File: src/rtl/quantium_wb_pkg.sv
// Shared types and helpers for the Wishbone load/store master.
//   lsu_size_t     : access size encoding on req_size (11 is illegal)
//   lsu_state_t    : bus master FSM states
//   CTI_CLASSIC    : cycle type identifier driven on every bus cycle
//   lsu_misaligned : 1 when a request must be refused without a bus cycle
package quantium_wb_pkg;

   typedef enum logic [1:0] {
      SZ_B = 2'b00,
      SZ_H = 2'b01,
      SZ_W = 2'b10
   } lsu_size_t;

   typedef enum logic [1:0] {
      ST_IDLE,
      ST_READ,
      ST_GAP,
      ST_WRITE
   } lsu_state_t;

   localparam logic [2:0] CTI_CLASSIC = 3'b000;

   // Halfwords need an even address, words a 4-byte aligned one; size 11 never
   // names a legal access.
   function automatic logic lsu_misaligned(input logic [1:0] size,
                                           input logic [1:0] addr_lo);
      case (size)
         SZ_B:    return 1'b0;
         SZ_H:    return addr_lo[0];
         SZ_W:    return (addr_lo != 2'b00);
         default: return 1'b1;
      endcase
   endfunction

endpackage

File: src/rtl/lsu_lane_align.sv
// Combinational byte-lane steering between the core and a 32-bit
// little-endian word bus.
//   addr_lo     in  2   byte offset of the access within the word
//   size        in  2   access size (SZ_B/SZ_H/SZ_W)
//   is_unsigned in  1   loads: 1 zero-extend, 0 sign-extend
//   bus_rdata   in  32  word read from the bus
//   st_wdata    in  32  right-justified store data
//   ld_data     out 32  extracted and extended load result
//   st_merged   out 32  bus_rdata with the store lane(s) replaced
module lsu_lane_align
   import quantium_wb_pkg::*;
(
   input  logic [1:0]  addr_lo,
   input  logic [1:0]  size,
   input  logic        is_unsigned,
   input  logic [31:0] bus_rdata,
   input  logic [31:0] st_wdata,
   output logic [31:0] ld_data,
   output logic [31:0] st_merged
);

   logic [7:0]         lane_b;
   logic [15:0]        lane_h;
   logic signed [31:0] ext_b;
   logic signed [31:0] ext_h;

   always_comb begin
      case (addr_lo)
         2'd1:    lane_b = bus_rdata[15:8];
         2'd2:    lane_b = bus_rdata[23:16];
         2'd3:    lane_b = bus_rdata[31:24];
         default: lane_b = bus_rdata[7:0];
      endcase
      lane_h = addr_lo[1] ? bus_rdata[31:16] : bus_rdata[15:0];
      ext_b  = 32'($signed(lane_b));
      ext_h  = 32'($signed(lane_h));

      case (size)
         SZ_B:    ld_data = is_unsigned ? {24'h0, lane_b} : ext_b;
         SZ_H:    ld_data = is_unsigned ? {16'h0, lane_h} : ext_h;
         default: ld_data = bus_rdata;
      endcase

      st_merged = bus_rdata;
      case (size)
         SZ_B: begin
            case (addr_lo)
               2'd1:    st_merged[15:8]  = st_wdata[7:0];
               2'd2:    st_merged[23:16] = st_wdata[7:0];
               2'd3:    st_merged[31:24] = st_wdata[7:0];
               default: st_merged[7:0]   = st_wdata[7:0];
            endcase
         end
         SZ_H: begin
            if (addr_lo[1]) st_merged[31:16] = st_wdata[15:0];
            else            st_merged[15:0]  = st_wdata[15:0];
         end
         default: st_merged = st_wdata;
      endcase
   end

endmodule

File: src/rtl/wb_lsu_master.sv
// Wishbone classic master for the core load/store path. One request at a
// time; sub-word stores are done as read-modify-write on the word bus.
//   clk, rst_n                 clock, asynchronous active-low reset
//   req_valid/req_ready        request handshake (ready while idle)
//   req_we, req_size,
//   req_unsigned, req_addr,
//   req_wdata                  request fields, latched on accept
//   rsp_valid, rsp_rdata,
//   rsp_err                    single-cycle response
//   CYC, STB, WE, ADR, DAT_O,
//   CTI_O                      Wishbone master outputs
//   DAT_I, ACK, ERR, RTY       Wishbone slave returns
module wb_lsu_master
   import quantium_wb_pkg::*;
#(
   parameter int RETRY_MAX = 4,
   parameter int TIMEOUT   = 16
) (
   input  logic        clk,
   input  logic        rst_n,
   input  logic        req_valid,
   output logic        req_ready,
   input  logic        req_we,
   input  logic [1:0]  req_size,
   input  logic        req_unsigned,
   input  logic [31:0] req_addr,
   input  logic [31:0] req_wdata,
   output logic        rsp_valid,
   output logic [31:0] rsp_rdata,
   output logic        rsp_err,
   output logic        CYC,
   output logic        STB,
   output logic        WE,
   output logic [31:0] ADR,
   output logic [31:0] DAT_O,
   output logic [2:0]  CTI_O,
   input  logic [31:0] DAT_I,
   input  logic        ACK,
   input  logic        ERR,
   input  logic        RTY
);

   localparam int RW = (RETRY_MAX > 0) ? $clog2(RETRY_MAX + 1) : 1;
   localparam int WW = (TIMEOUT > 1) ? $clog2(TIMEOUT) : 1;
   localparam logic [RW-1:0] RETRY_LIM = RW'(RETRY_MAX);
   localparam logic [WW-1:0] WAIT_LIM  = WW'(TIMEOUT - 1);

   lsu_state_t    state;
   logic          r_we;
   logic          r_uns;
   logic [1:0]    r_size;
   logic [1:0]    r_addr_lo;
   logic [31:0]   r_wdata;
   logic [RW-1:0] retry_cnt;
   logic [WW-1:0] wait_cnt;
   logic [31:0]   ld_data;
   logic [31:0]   st_merged;

   assign req_ready = (state == ST_IDLE);
   assign CTI_O     = CTI_CLASSIC;

   lsu_lane_align u_align (
      .addr_lo     (r_addr_lo),
      .size        (r_size),
      .is_unsigned (r_uns),
      .bus_rdata   (DAT_I),
      .st_wdata    (r_wdata),
      .ld_data     (ld_data),
      .st_merged   (st_merged)
   );

   always_ff @(posedge clk or negedge rst_n) begin
      if (!rst_n) begin
         state     <= ST_IDLE;
         CYC       <= 1'b0;
         STB       <= 1'b0;
         WE        <= 1'b0;
         ADR       <= '0;
         DAT_O     <= '0;
         rsp_valid <= 1'b0;
         rsp_rdata <= '0;
         rsp_err   <= 1'b0;
         retry_cnt <= '0;
         wait_cnt  <= '0;
         r_we      <= 1'b0;
         r_uns     <= 1'b0;
         r_size    <= 2'b00;
         r_addr_lo <= 2'b00;
         r_wdata   <= '0;
      end else begin
         rsp_valid <= 1'b0;
         rsp_err   <= 1'b0;
         rsp_rdata <= '0;

         case (state)
            ST_IDLE: begin
               if (req_valid) begin
                  r_we      <= req_we;
                  r_uns     <= req_unsigned;
                  r_size    <= req_size;
                  r_addr_lo <= req_addr[1:0];
                  r_wdata   <= req_wdata;
                  ADR       <= {req_addr[31:2], 2'b00};
                  retry_cnt <= '0;
                  wait_cnt  <= '0;
                  // Refused requests answer on the accept edge itself, so
                  // the pulse is visible in the very next cycle.
                  if (lsu_misaligned(req_size, req_addr[1:0])) begin
                     rsp_valid <= 1'b1;
                     rsp_err   <= 1'b1;
                  end else if (req_we && (req_size == SZ_W)) begin
                     state <= ST_WRITE;
                     CYC   <= 1'b1;
                     STB   <= 1'b1;
                     WE    <= 1'b1;
                     DAT_O <= req_wdata;
                  end else begin
                     // Loads and sub-word stores both start with a read.
                     state <= ST_READ;
                     CYC   <= 1'b1;
                     STB   <= 1'b1;
                     WE    <= 1'b0;
                     DAT_O <= '0;
                  end
               end
            end

            ST_READ, ST_WRITE: begin
               if (!CYC) begin
                  // Idle cycle after RTY has elapsed: reissue the same cycle.
                  CYC      <= 1'b1;
                  STB      <= 1'b1;
                  wait_cnt <= '0;
               end else if (ERR) begin
                  CYC       <= 1'b0;
                  STB       <= 1'b0;
                  rsp_valid <= 1'b1;
                  rsp_err   <= 1'b1;
                  state     <= ST_IDLE;
               end else if (RTY) begin
                  CYC <= 1'b0;
                  STB <= 1'b0;
                  if (retry_cnt == RETRY_LIM) begin
                     rsp_valid <= 1'b1;
                     rsp_err   <= 1'b1;
                     state     <= ST_IDLE;
                  end else begin
                     retry_cnt <= retry_cnt + RW'(1);
                  end
               end else if (ACK) begin
                  CYC <= 1'b0;
                  STB <= 1'b0;
                  if (state == ST_WRITE) begin
                     rsp_valid <= 1'b1;
                     state     <= ST_IDLE;
                  end else if (r_we) begin
                     DAT_O <= st_merged;
                     state <= ST_GAP;
                  end else begin
                     rsp_valid <= 1'b1;
                     rsp_rdata <= ld_data;
                     state     <= ST_IDLE;
                  end
               end else if (wait_cnt == WAIT_LIM) begin
                  // TIMEOUT cycles with CYC high and no termination.
                  CYC       <= 1'b0;
                  STB       <= 1'b0;
                  rsp_valid <= 1'b1;
                  rsp_err   <= 1'b1;
                  state     <= ST_IDLE;
               end else begin
                  wait_cnt <= wait_cnt + WW'(1);
               end
            end

            ST_GAP: begin
               // Slaves need one idle cycle between the read ACK and the write.
               state     <= ST_WRITE;
               CYC       <= 1'b1;
               STB       <= 1'b1;
               WE        <= 1'b1;
               retry_cnt <= '0;
               wait_cnt  <= '0;
            end

            default: state <= ST_IDLE;
         endcase
      end
   end

endmodule

File: config.mk
export PLATFORM = sky130hd
export DESIGN_NAME = wb_lsu_master
export DESIGN_NICKNAME = d
export VERILOG_FILES = /design/src/rtl/quantium_wb_pkg.sv /design/src/rtl/lsu_lane_align.sv /design/src/rtl/wb_lsu_master.sv
export SDC_FILE = /design/constraint.sdc
export NUM_CORES = 1
export LEC_CHECK = 0
export CAP_MARGIN = 20
export CORE_AREA = 2 2 96 167
export CTS_CLUSTER_SIZE = 40
export DETAILED_ROUTE_END_ITERATION = 16
export DIE_AREA = 0 0 98 169
export HOLD_SLACK_MARGIN = 0.02
export PLACE_DENSITY = 0.9
export SETUP_SLACK_MARGIN = 0.02
export SYNTH_ARGS = -nofsm -noshare
export SYNTH_HDL_FRONTEND = slang
export SYNTH_SLANG_ARGS = --single-unit
File: constraint.sdc
create_clock -name clk -period 2.2 [get_ports clk]
set_input_delay 0.55 -clock clk [delete_from_list [all_inputs] [get_ports clk]]
set_output_delay 0.55 -clock clk [all_outputs]
set_load 0.01 [all_outputs]
# After elaboration in Yosys (flattened, before gate mapping)

Index checks and enable logic that the tools add are counted.

$add $sub $neg: 2
$mul: 0
Divide/modulo/power cells: 0
Order comparisons: 0
Equality and inequality tests: 28
Shift operators: 0
Multiplexer cells: 91
Bitwise gates (word level): 0
Reductions and logical operators: 17

Operators with widths:

| cell                                          | count |
|---|---|
| 2-to-1 mux 32 bit                             | 18 |
| one-hot mux 32 bit (2 select lines)           | 3 |
| 2-to-1 mux 16 bit                             | 3 |
| 2-to-1 mux 8 bit                              | 4 |
| 2-to-1 mux 1 bit                              | 31 |
| 2-to-1 mux 4 bit                              | 6 |
| one-hot mux 8 bit (3 select lines)            | 1 |
| 2-to-1 mux 2 bit                              | 11 |
| inequality test 2 bit, second input constant  | 10 |
| 2-to-1 mux 3 bit                              | 5 |
| AND reduction 5 bit                           | 3 |
| inequality test 3 bit, second input constant  | 4 |
| one-hot mux 4 bit (3 select lines)            | 1 |
| == test 2 bit, second input constant          | 5 |
| one-hot mux 1 bit (3 select lines)            | 3 |
| one-hot mux 3 bit (3 select lines)            | 1 |
| AND reduction 9 bit                           | 1 |
| == test 2 x 1 -> 1 bit, second input constant | 4 |
| zero test 2 bit                               | 3 |
| inequality test 6 bit, second input constant  | 1 |
| one-hot mux 1 bit (2 select lines)            | 3 |
| one-hot mux 2 bit (3 select lines)            | 1 |
| AND reduction 3 bit                           | 2 |
| nonzero test 2 bit                            | 3 |
| 10 further kinds                              | 11 |

Register bits after elaboration: 146
Bits in latches: 0
Memory bits (writable): 0
ROM bits: 0
Input port bits: 106
Word-level logic and storage cells: 154
Memories: 0

# Longest topological paths before layout

Word-level depth: 11
Depth in mapped cells: 9
Depth with buffers taken out: 7

# Cells and area by module

A second synthesis with hierarchy kept.

Cells, all modules: 717
Area, all modules: 8022.7 µm²

By module, submodules not included:

| module         | instances | cells an instance | area each (µm²) |
|---|---|---|---|
| wb_lsu_master  | 1         | 481               | 6216.0 |
| lsu_lane_align | 1         | 236               | 1806.7 |

# Worst setup path before layout

OpenSTA, ideal clock, no wires.

Path type: input to register
From: input port RTY
To: register rsp_rdata[21]
Library setup time: 0.064 ns
Arrival: 2.085 ns
Data required time: 2.136 ns
Path slack: 0.051 ns
Cell stages on the path: 8
Path through: buf_6 > nor4b_4 > nand2_1 > or2_1 > buf_6 > a2111oi_4 > buf_6 > a21o_1

Longest elaborated chain between the ends: 4

RTL lines:

| what                 | RTL line             | source |
|---|---|---|
| from (decl)          | wb_lsu_master.sv:40  | `input logic RTY` |
| 2-to-1 mux 32 bit    | wb_lsu_master.sv:140 | `end else if (RTY) begin` |
| 2-to-1 mux 32 bit    | wb_lsu_master.sv:134 | `end else if (ERR) begin` |
| 2-to-1 mux 32 bit    | wb_lsu_master.sv:129 | `if (!CYC) begin` |
| 2-to-1 mux 32 bit    | wb_lsu_master.sv:95  | `case (state)` |
| to (signal assigned) | wb_lsu_master.sv:161 | `rsp_rdata <= ld_data;` |
| to (decl)            | wb_lsu_master.sv:29  | `output logic [31:0] rsp_rdata,` |

Every way passes these cells.
A chain may end at the register's enable or synchronous reset.

==> flow_metrics.tcl <==
set metrics [dict create \
    status "finished clean" \
    grt_max_degree 51 \
    cts_tree "yes" \
    clock-sinks 146 \
    crit_required_ps 1650 \
    rsz0062_at_grt "yes" \
    clock_latency_ps 430 \
    num_vias 6397 \
    numCtsBuffers 17 \
    grt.total_usage_pct 26.7 \
    fin_skew_ps 10.4 \
    cts_setup_buffers 0 \
    first_iter_violations 606 \
    dp_cells 1044 \
    fmaxAchievable_mhz 474 \
    async_flop_share_pct 100 \
    grt_pass1_vias 6482 \
    setup.worst_path.class "reg2out" \
    nets 986 \
    fill_cells 1070 \
    hold_class "in2async" \
    synth_cell_types 59 \
    synth_seq_cells 146 \
    drive_above_1_share_pct 20.3 \
    grt_overflow 0 \
    r2r_slack_ps 160 \
    cts_max_level 4 \
    vias_per_cell 5.95 \
    slew_violations 0 \
    io_pins 211 \
    period_share_pct 95.8 \
    start_util_pct 46.7 \
    hpwl_um 16300 \
    max_stage_delay_ps 460 \
    seq_area_frac_synth_pct 51.4 \
    cp.depth 3 \
    syn-cell-area_sq_um 7110 \
    p_leak_uw 0.00453 \
    p_per_area_nw_per_um2 1390 \
    syn_inst 653 \
    wirelength_um 22200 \
    min_period_ps 2110 \
    arrival_ps 1560 \
    clock_path_buffers 2 \
    dr.pass1.iters 6 \
    reg2reg_depth 4 \
    wl_per_cell_um 20.7 \
    die_w_um 98 \
    fp.coreArea_sq_um 15200 \
    crit_family "buffers and inverters" \
    utilization_pct 67.7 \
    peakVddDrop_v 0.000809 \
    clk_pin_slew_ps 60 \
    maxSlewHeadroom_pct 58.1 \
    place_congestion 0.898 \
    crit_fanout 5 \
    cp_slowest_cell "dfrtp_1" \
    die-area_sq_um 16600 \
    postCtsHoldBufs 0 \
    fin_cells 1076 \
    ant_nets 0 \
    synth_edf_count 0 \
    antenna_found_initial 0 \
    route.detailed.drc 0 \
    cts_root_buffer "clkbuf_16" \
    maxCapViolCount 0 \
    cp-start-kind "flip-flop" \
    io_buffer_count 205 \
    cp_num_buf_inv 2 \
    syn_to_final_growth_pct 45.1 \
    n_antenna_cell 0 \
    grt_pass1_wl_um 34700 \
    post_synth.cell_area_avg_sq_um 10.9 \
    synth-main-ff-cell "dfrtp_1" \
    tns_ps 0 \
    worst_pin_slew_ps 623 \
    dieHeight_um 169 \
    num_rows 60 \
    endpoint_kind "output port" \
    final-hold-violation-count 0 \
    synth_warnings 0 \
    finalSetupViolations 0 \
    path_cells "buf_4 > nor2_1 > dlygate4sd2_1" \
]
## repair_timing
action | 4_1_cts | 5_1_grt
gates resized for setup | 2 | 2
setup endpoints to repair | 2 | 18
pin swaps | 0 | 2
## placed cells by master (no fill, tap or decap), drive strengths merged, types with 3 or more instances in the layout
| cell | netlist | routed |
|---|---|---|
| a21oi | 43 | 43 |
| nand3 | 7 | 7 |
| o41ai | 6 | 6 |
| inv | 19 | 23 |
| nand2b | 5 | 5 |
| buf | 24 | 53 |
| mux2 | 80 | 80 |
| a31oi | 3 | 3 |
| nand2 | 66 | 66 |
| a21o | 15 | 15 |
| o31ai | 9 | 9 |
| nor2 | 46 | 46 |
| clkbuf | 32 | 19 |
| and2 | 5 | 5 |
| o211ai | 3 | 3 |
| dfrtp | 146 | 146 |
| o2bb2ai | 6 | 6 |
| o22a | 7 | 7 |
| conb | 1 | 5 |
| a22o | 10 | 10 |
| bufinv | 0 | 4 |
| nor3 | 9 | 9 |
| clkdlybuf4s50 | 0 | 203 |
| a22oi | 9 | 9 |
| o22ai | 6 | 6 |
| mux2i | 19 | 19 |
| o21ai | 21 | 21 |
| a221oi | 21 | 21 |
| ha | 3 | 3 |
| clkinvlp | 0 | 3 |
| o221a | 5 | 5 |
## logic make-up after synthesis
family,share of synthesized area (%)
compound gates,18.0
simple gates,9.41
flops,51.4
mux,15.7
buf+inv,4.84
fa+ha+maj,0.528
other cells,0.0527
xor+xnor,0.123
## synth_stat cells (all sizes together) (7+ instances only)
cell,count,area share (%)
a21o,15,1.6
mux2,80,13
dfrtp,146,51
o21ai,21,1.5
o22a,7,0.86
o31ai,9,0.95
a221oi,21,2.6
inv,19,1.0
nand2,66,3.5
mux2i,19,2.7
a21oi,43,3.0
nor2,46,2.4
nand3,7,0.49
clkbuf,32,1.7
a22oi,9,0.95
buf,24,2.1
a22o,10,1.2
nor3,9,0.63
## final timing paths
| kind | endpoint | startpoint |
|---|---|---|
| min in group clk | DAT_O[28]$_DFFE_PN0P_ | DAT_O[28]$_DFFE_PN0P_ |
| max in group asynchronous | async pin | rst_n |
| hold reg to reg | DAT_O[28]$_DFFE_PN0P_ | DAT_O[28]$_DFFE_PN0P_ |
| setup / recovery | req_ready | flip-flop |
| hold / removal | WE$_DFFE_PN0P_ | rst_n |
| setup reg to reg | DAT_O[15]$_DFFE_PN0P_ | r_addr_lo[0]$_DFFE_PN0P_ |
## metal layers
metal | routed length [um] | track usage, % | vias to the layer above
met5 | 0 | 0 | -
met4 | 1490 | 17.1 | 0
met3 | 1680 | 5.57 | 105
met2 | 11200 | 45.6 | 388
met1 | 7910 | 30.0 | 3092
li1 | - | - | 2812
## sequential cells by signal (all words and copies together) (netlist names), named ones only
register and flops:
rsp_rdata 32, STB 1, WE 1, r_size 2, r_wdata 32, CYC 1
DAT_O 32, ADR 30, state 1, rsp_err 1, wait_cnt 4, r_we 1
r_addr_lo 2, r_uns 1, retry_cnt 3, rsp_valid 1
## layout make-up
class / instances / area, sq um / area share [%]
well taps: 186 / 233 / 2.25
repair buffers: 257 / 2550 / 24.7
clock inverters: 13 / 195 / 1.89
inverters: 19 / 71.3 / 0.691
multi-input cells: 436 / 3160 / 30.6
clock buffers: 19 / 453 / 4.39
flip-flops and latches: 146 / 3650 / 35.4
## report_power, final
group	leakage, uW	internal [uW]	switching, uW
Combinational	0.00241	3360	3170
Sequential	0.00181	3720	856
Clock	0.000307	1980	1220
## stage by stage
| step | power [uW] | hold WS (ps) | cell area, sq um | setup WS (ps) |
|---|---|---|---|---|
| detailed placement | 11000 | 461 | 9660 | -372 |
| floorplan | 8050 | 254 | 7130 | 51.0 |
| finish | 14300 | 53.0 | 10300 | 91.4 |
| global route | 14900 | 96.5 | 10300 | 17.5 |
| CTS | 14200 | 73.5 | 10300 | 65.5 |
| global placement | 10700 | 459 | 9660 | -285 |
No activity file was read; power rests on OpenSTA's default activity.
==> RTL edit 1, RTL diff (same settings) <==
Encoding of `lsu_state_t`: now one-hot (4 bits for 4 states).
--- a/src/rtl/quantium_wb_pkg.sv
+++ b/src/rtl/quantium_wb_pkg.sv
@@ -13,7 +13,7 @@
 
-   typedef enum logic [1:0] {
-      ST_IDLE,
-      ST_READ,
-      ST_GAP,
-      ST_WRITE
+   typedef enum logic [3:0] {
+      ST_IDLE  = 4'b0001,
+      ST_READ  = 4'b0010,
+      ST_GAP   = 4'b0100,
+      ST_WRITE = 4'b1000
    } lsu_state_t;
Formal check against the unedited RTL: no difference found for any inputs over 4 cycles, from zero or initial values and one cycle with rst_n low; so few cycles prove little.
==> RTL edit 1 against the unedited design <==
  * Non-clock buffer count rose by 6
  * Via count grew 9.9%
  * Worst setup slack got worse by 0.078 ns
  * Core utilization increased by 3.0 points
  * Final area increased by 4.5%
  * Fmax down 3.6%
  * Combinational power fell by 42%
  * Sequential cell count rose by 2
  * Power decreased by 25%
  * Routed wire length grew 13%
  * Global-route usage increased by 2.3 points
  * Largest power group is now sequential cells
  * Final cell count grew 5.1%
  * Area after synthesis is 5.3% higher
  * Highest routed layer unchanged
==> RTL edit 1: results (changes against the unedited design) <==
- Run status: complete, no violations (unchanged).
- The number of logic inverters in the finished layout is 15 (was 19).
- The final net count is 1041 (was 986).
- The share of layout cells above drive strength 1 was 21.0% (was 20.3%).
- The number of iterations in the first detailed-routing pass came to 8 (was 6).
- Biggest area contributors in the synthesized netlist: sky130_fd_sc_hd__dfrtp_1, sky130_fd_sc_hd__mux2_2, sky130_fd_sc_hd__mux2i_1, sky130_fd_sc_hd__nand2_1, sky130_fd_sc_hd__a21oi_1 (was sky130_fd_sc_hd__dfrtp_1, sky130_fd_sc_hd__mux2_2, sky130_fd_sc_hd__nand2_1, sky130_fd_sc_hd__a21oi_1, sky130_fd_sc_hd__mux2i_1).
- The worst path arrival time is 2.50 ns (was 1.56 ns).
- The detailed placer's ending HPWL is 17800 um (was 16300 um).
- The proportion of cell area occupied by multi-input gates was 32.9% (was 30.6%).
- The delay contributed by the slowest stage of the critical path is 0.55 ns (was 0.46 ns).
- The count of cell types in the netlist is 62 (was 59).
- The met1 track utilization from global routing is 31.1% (was 30.0%).
- The post-cts gate resize count came to 7 (was 2).
- The flop and latch count out of synthesis is 148 (was 146).
- The total of clock buffers placed in the layout was 20 (was 19).
- The multi-input combinational gate total is 487 (was 436).
- The placement-stage cell area is 0.0101 mm2 (was 0.00966 mm2).
- The leakage power figure is 4.63 nW (was 4.53 nW).
- The storage element area is 0.00371 mm2 (was 0.00365 mm2).
- The sequential area share after synthesis is 49.5% (was 51.4%).
- The reg-to-reg startpoint is state[0] (was r_addr_lo[0]).
- The area of the mapped netlist is 0.00749 mm2 (was 0.00711 mm2).
- The maximum vdd ir drop was 0.696 mV (was 0.809 mV).
- The pin count of the biggest net entering global routing is 65 (was 51).
- The number of signal-net buffers in the layout was 263 (was 257).
- The count of vias placed by the detailed router was 7032 (was 6397).
- The DRC violation total after the first TritonRoute iteration is 662 (was 606).
- The worst slew margin relative to its limit came to 57.8% (was 58.1%).
## RTL edit 1: final timing paths
| kind | end | slack (ns) | cells past startpoint |
|---|---|---|---|
| max in group asynchronous | state[0] | 1.42 | 2 |
| setup reg to reg | rsp_rdata[13] | 0.01 | 5 |
| min in group clk | ADR[16] | 0.50 | 1 |
| setup / recovery | rsp_rdata[13] | 0.01 | 5 |
| hold reg to reg | ADR[16] | 0.50 | 1 |
| hold / removal | DAT_O[18] | 0.06 | 1 |
## RTL edit 1: layer usage
layer  up-vias  routed length (um)
met5         -                   0
met4         0                1950
met3       151                1940
met2       464               13100
met1      3411                8100
li1       3006                   -
## RTL edit 1: cell families (layout without fill, tap and decap cells)
family,Yosys count,in the layout,synth area share (%)
DFF,148,148,49.5
buffers and inverters,73,310,4.33
other,1,5,0.0501
adders and majority gates,3,3,0.501
AOI/OAI and AO/OA,178,178,17.0
muxes,118,118,17.2
and+or+nand+nor,180,180,11.0
xor gates and xnor gates,3,3,0.351
## RTL edit 1: power by group
group,total [mW],internal (mW),switching (mW),leakage (nW)
Clock,2.99,1.82,1.17,0.282
Sequential,3.91,3.32,0.598,1.82
Combinational,3.81,1.98,1.83,2.52
## RTL edit 1: per-stage QoR
step / hold slack, ns / setup TNS (ns) / std cells / power [mW] / setup WS [ns]
after floorplan: 0.254 / 0 / 708 / 5.65 / 0.0107
after global placement: 0.483 / -17.12 / 1095 / 7.43 / -0.313
after global routing: 0.0846 / -0.176 / 1131 / 11.1 / -0.0437
after CTS: 0.0736 / 0 / 1127 / 10.6 / 0.0252
after detailed placement: 0.492 / -21.02 / 1095 / 7.55 / -0.383
final: 0.0602 / 0 / 1131 / 10.7 / 0.0130
==> RTL edit 2, RTL diff (same flow settings) <==
Without the edit above. Change the parameter `RETRY_MAX` from 4 to 2.
--- a/src/rtl/wb_lsu_master.sv
+++ b/src/rtl/wb_lsu_master.sv
@@ -15,3 +15,3 @@
 #(
-   parameter int RETRY_MAX = 4,
+   parameter int RETRY_MAX = 2,
    parameter int TIMEOUT   = 16
Behaviour: same outputs for any inputs over 4 cycles, from zero or initial values and one cycle with rst_n low; that may be too few to reach the edited logic, so the function may still have changed.
==> RTL edit 2 against the unedited design <==
  * Worst setup slack improved by 0.083 ns
  * Routed wire length barely moved
  * Final area fell by 1.5%
  * Fmax rose by 4.1%
  * Die area did not move
  * Worst hold slack got worse by 0.012 ns
  * Register-to-register slack improved by 0.06 ns
  * Area after synthesis fell by 1.3%
  * Power rose by 1.2%
  * Sequential cell count fell by 1
  * Critical path type unchanged
  * Largest cell class unchanged
  * Highest routed layer unchanged
==> RTL edit 2: results (changes against the unedited design) <==
- The pin count of the biggest net entering global routing came to 50 (was 51).
- The critical path's slowest cell is sky130_fd_sc_hd__clkdlybuf4s50_1 (was sky130_fd_sc_hd__dfrtp_1).
- Run status: complete, no violations (unchanged).
- Largest registers ranked by flip-flop count: DAT_O x32, r_wdata x32, rsp_rdata x32 (unchanged).
- The worst hold-check path type is in -> async (unchanged).
- The number of vias per cell after detailed routing is 5.78 (was 5.95).
- The worst clock skew is 0.00951 ns (was 0.0104 ns).
- The area share of xor/xnor cells in the synthesized design is 0.125% (was 0.123%).
- The multiplexer share of the synthesized area is 15.3% (was 15.7%).
- The maximum vdd ir drop is 0.726 mV (was 0.809 mV).
- The area of the multi-input gates came to 0.00312 mm2 (was 0.00316 mm2).
- The sequential area share after synthesis is 51.7% (was 51.4%).
- The share of layout cells above drive strength 1 is 20.3% (about the same).
- The placement-stage cell area is 0.00960 mm2 (was 0.00966 mm2).
- The DRC violation total after the first TritonRoute iteration is 538 (was 606).
- The synthesized-area fraction occupied by adder cells is 0.356% (was 0.528%).
- The fill cell instance count of the final layout was 1142 (was 1070).
- The detailed placer's ending HPWL is 16800 um (was 16300 um).
- The number of global-route vias before repair is 6496 (was 6482).
- The leakage power figure was 4.29 nW (was 4.53 nW).
- Biggest area contributors in the synthesized netlist: sky130_fd_sc_hd__dfrtp_1, sky130_fd_sc_hd__mux2_2, sky130_fd_sc_hd__nand2_1, sky130_fd_sc_hd__a21oi_1, sky130_fd_sc_hd__nor2_1 (was sky130_fd_sc_hd__dfrtp_1, sky130_fd_sc_hd__mux2_2, sky130_fd_sc_hd__nand2_1, sky130_fd_sc_hd__a21oi_1, sky130_fd_sc_hd__mux2i_1).
- The count of cell types in the netlist is 56 (was 59).
- The final net count is 1001 (was 986).
- The number of diodes added for antenna fixing was 0 (unchanged).
- The delay contributed by the slowest stage of the critical path was 0.59 ns (was 0.46 ns).
- The number of buffers added for setup after CTS is 0 (unchanged).
- The wire length of the first global-routing pass is 34500 um (was 34700 um).
- The count of mapped cells out of synthesis came to 660 (was 653).
- The pre-CTS setup slack is -0.125 ns (was -0.372 ns).
- The placer's final routability congestion estimate came to 0.964 (was 0.898).
- The count of vias placed by the detailed router is 6315 (was 6397).
- Commonest cells in the synthesized netlist: sky130_fd_sc_hd__dfrtp_1, sky130_fd_sc_hd__nand2_1, sky130_fd_sc_hd__mux2_2 (was sky130_fd_sc_hd__dfrtp_1, sky130_fd_sc_hd__mux2_2, sky130_fd_sc_hd__nand2_1).
- The source-to-sink clock delay at the later pin of the worst-skew pair is 0.42 ns.
- The measured slew at the worst slew-check pin came to 0.605 ns (was 0.623 ns).
- The worst path arrival time came to 1.48 ns (was 1.56 ns).
- The post-detailed-route wirelength per cell is 20.4 um (was 20.7 um).
- The maximum fanout count along the critical path is 7 (was 5).
- The share of the synthesized area in compound gates (AO/OA/AOI/OAI) is 16.4% (was 18.0%).
- The total routing resource utilization after global routing is 26.6% (was 26.7%).
- The number of iterations in the first detailed-routing pass is 6 (unchanged).
- The number of cells in the design after placement came to 1060 (was 1044).
==> RTL edit 2: cells by family (layout without fill, tap and decap cells) <==
family                     after synthesis  in the layout
muxes                                   93             93
buffers and inverters                   59            301
other                                    1              5
AOI/OAI and AO/OA                      179            179
DFF                                    145            145
and+or+nand+nor                        180            180
xor gates and xnor gates                 1              1
adders and majority gates                2              2
==> RTL edit 2: worst paths after layout <==
kind,slack [ns],cells after the start,start,endpoint
hold reg to reg,0.51,1,r_wdata[24],r_wdata[24]
setup / recovery,0.17,1,CYC,CYC
max in group asynchronous,1.55,2,rst_n,DAT_O[6]
min in group clk,0.51,1,r_wdata[24],r_wdata[24]
setup reg to reg,0.22,6,state[0],DAT_O[26]
hold / removal,0.04,1,rst_n,ADR[16]
==> RTL edit 2: final cells by class <==
| class | count | share of cell area (%) |
|---|---|---|
| Clock buffer | 19 | 4.26 |
| Clock inverter | 13 | 1.27 |
| Inverter | 10 | 0.369 |
| Multi-Input combinational cell | 460 | 30.7 |
| Sequential cell | 145 | 35.7 |
| Tap cell | 186 | 2.29 |
| Timing Repair Buffer | 259 | 25.4 |
==> RTL edit 2: timing repair <==
| action | in CTS | in global routing |
|---|---|---|
| cloned | 0 | 0 |
| setup endpoints to repair | 1 | 7 |
| resized for setup | 4 | 1 |
==> RTL edit 2: layer usage <==
metal / global-route usage, % / routed length, um / vias up
met5: 0 / 0 / -
li1: - / - / 2826
met2: 47.1 / 11900 / 331
met1: 28.5 / 7610 / 3064
met4: 16.1 / 1280 / 0
met3: 6.19 / 1500 / 94
==> RTL edit 2: where the power goes <==
group	leakage, nW	switching (mW)	internal [mW]
combinational	2.24	3.39	3.70
sequential	1.78	0.869	3.74
clock	0.269	1.19	1.58
total	4.29	5.45	9.02
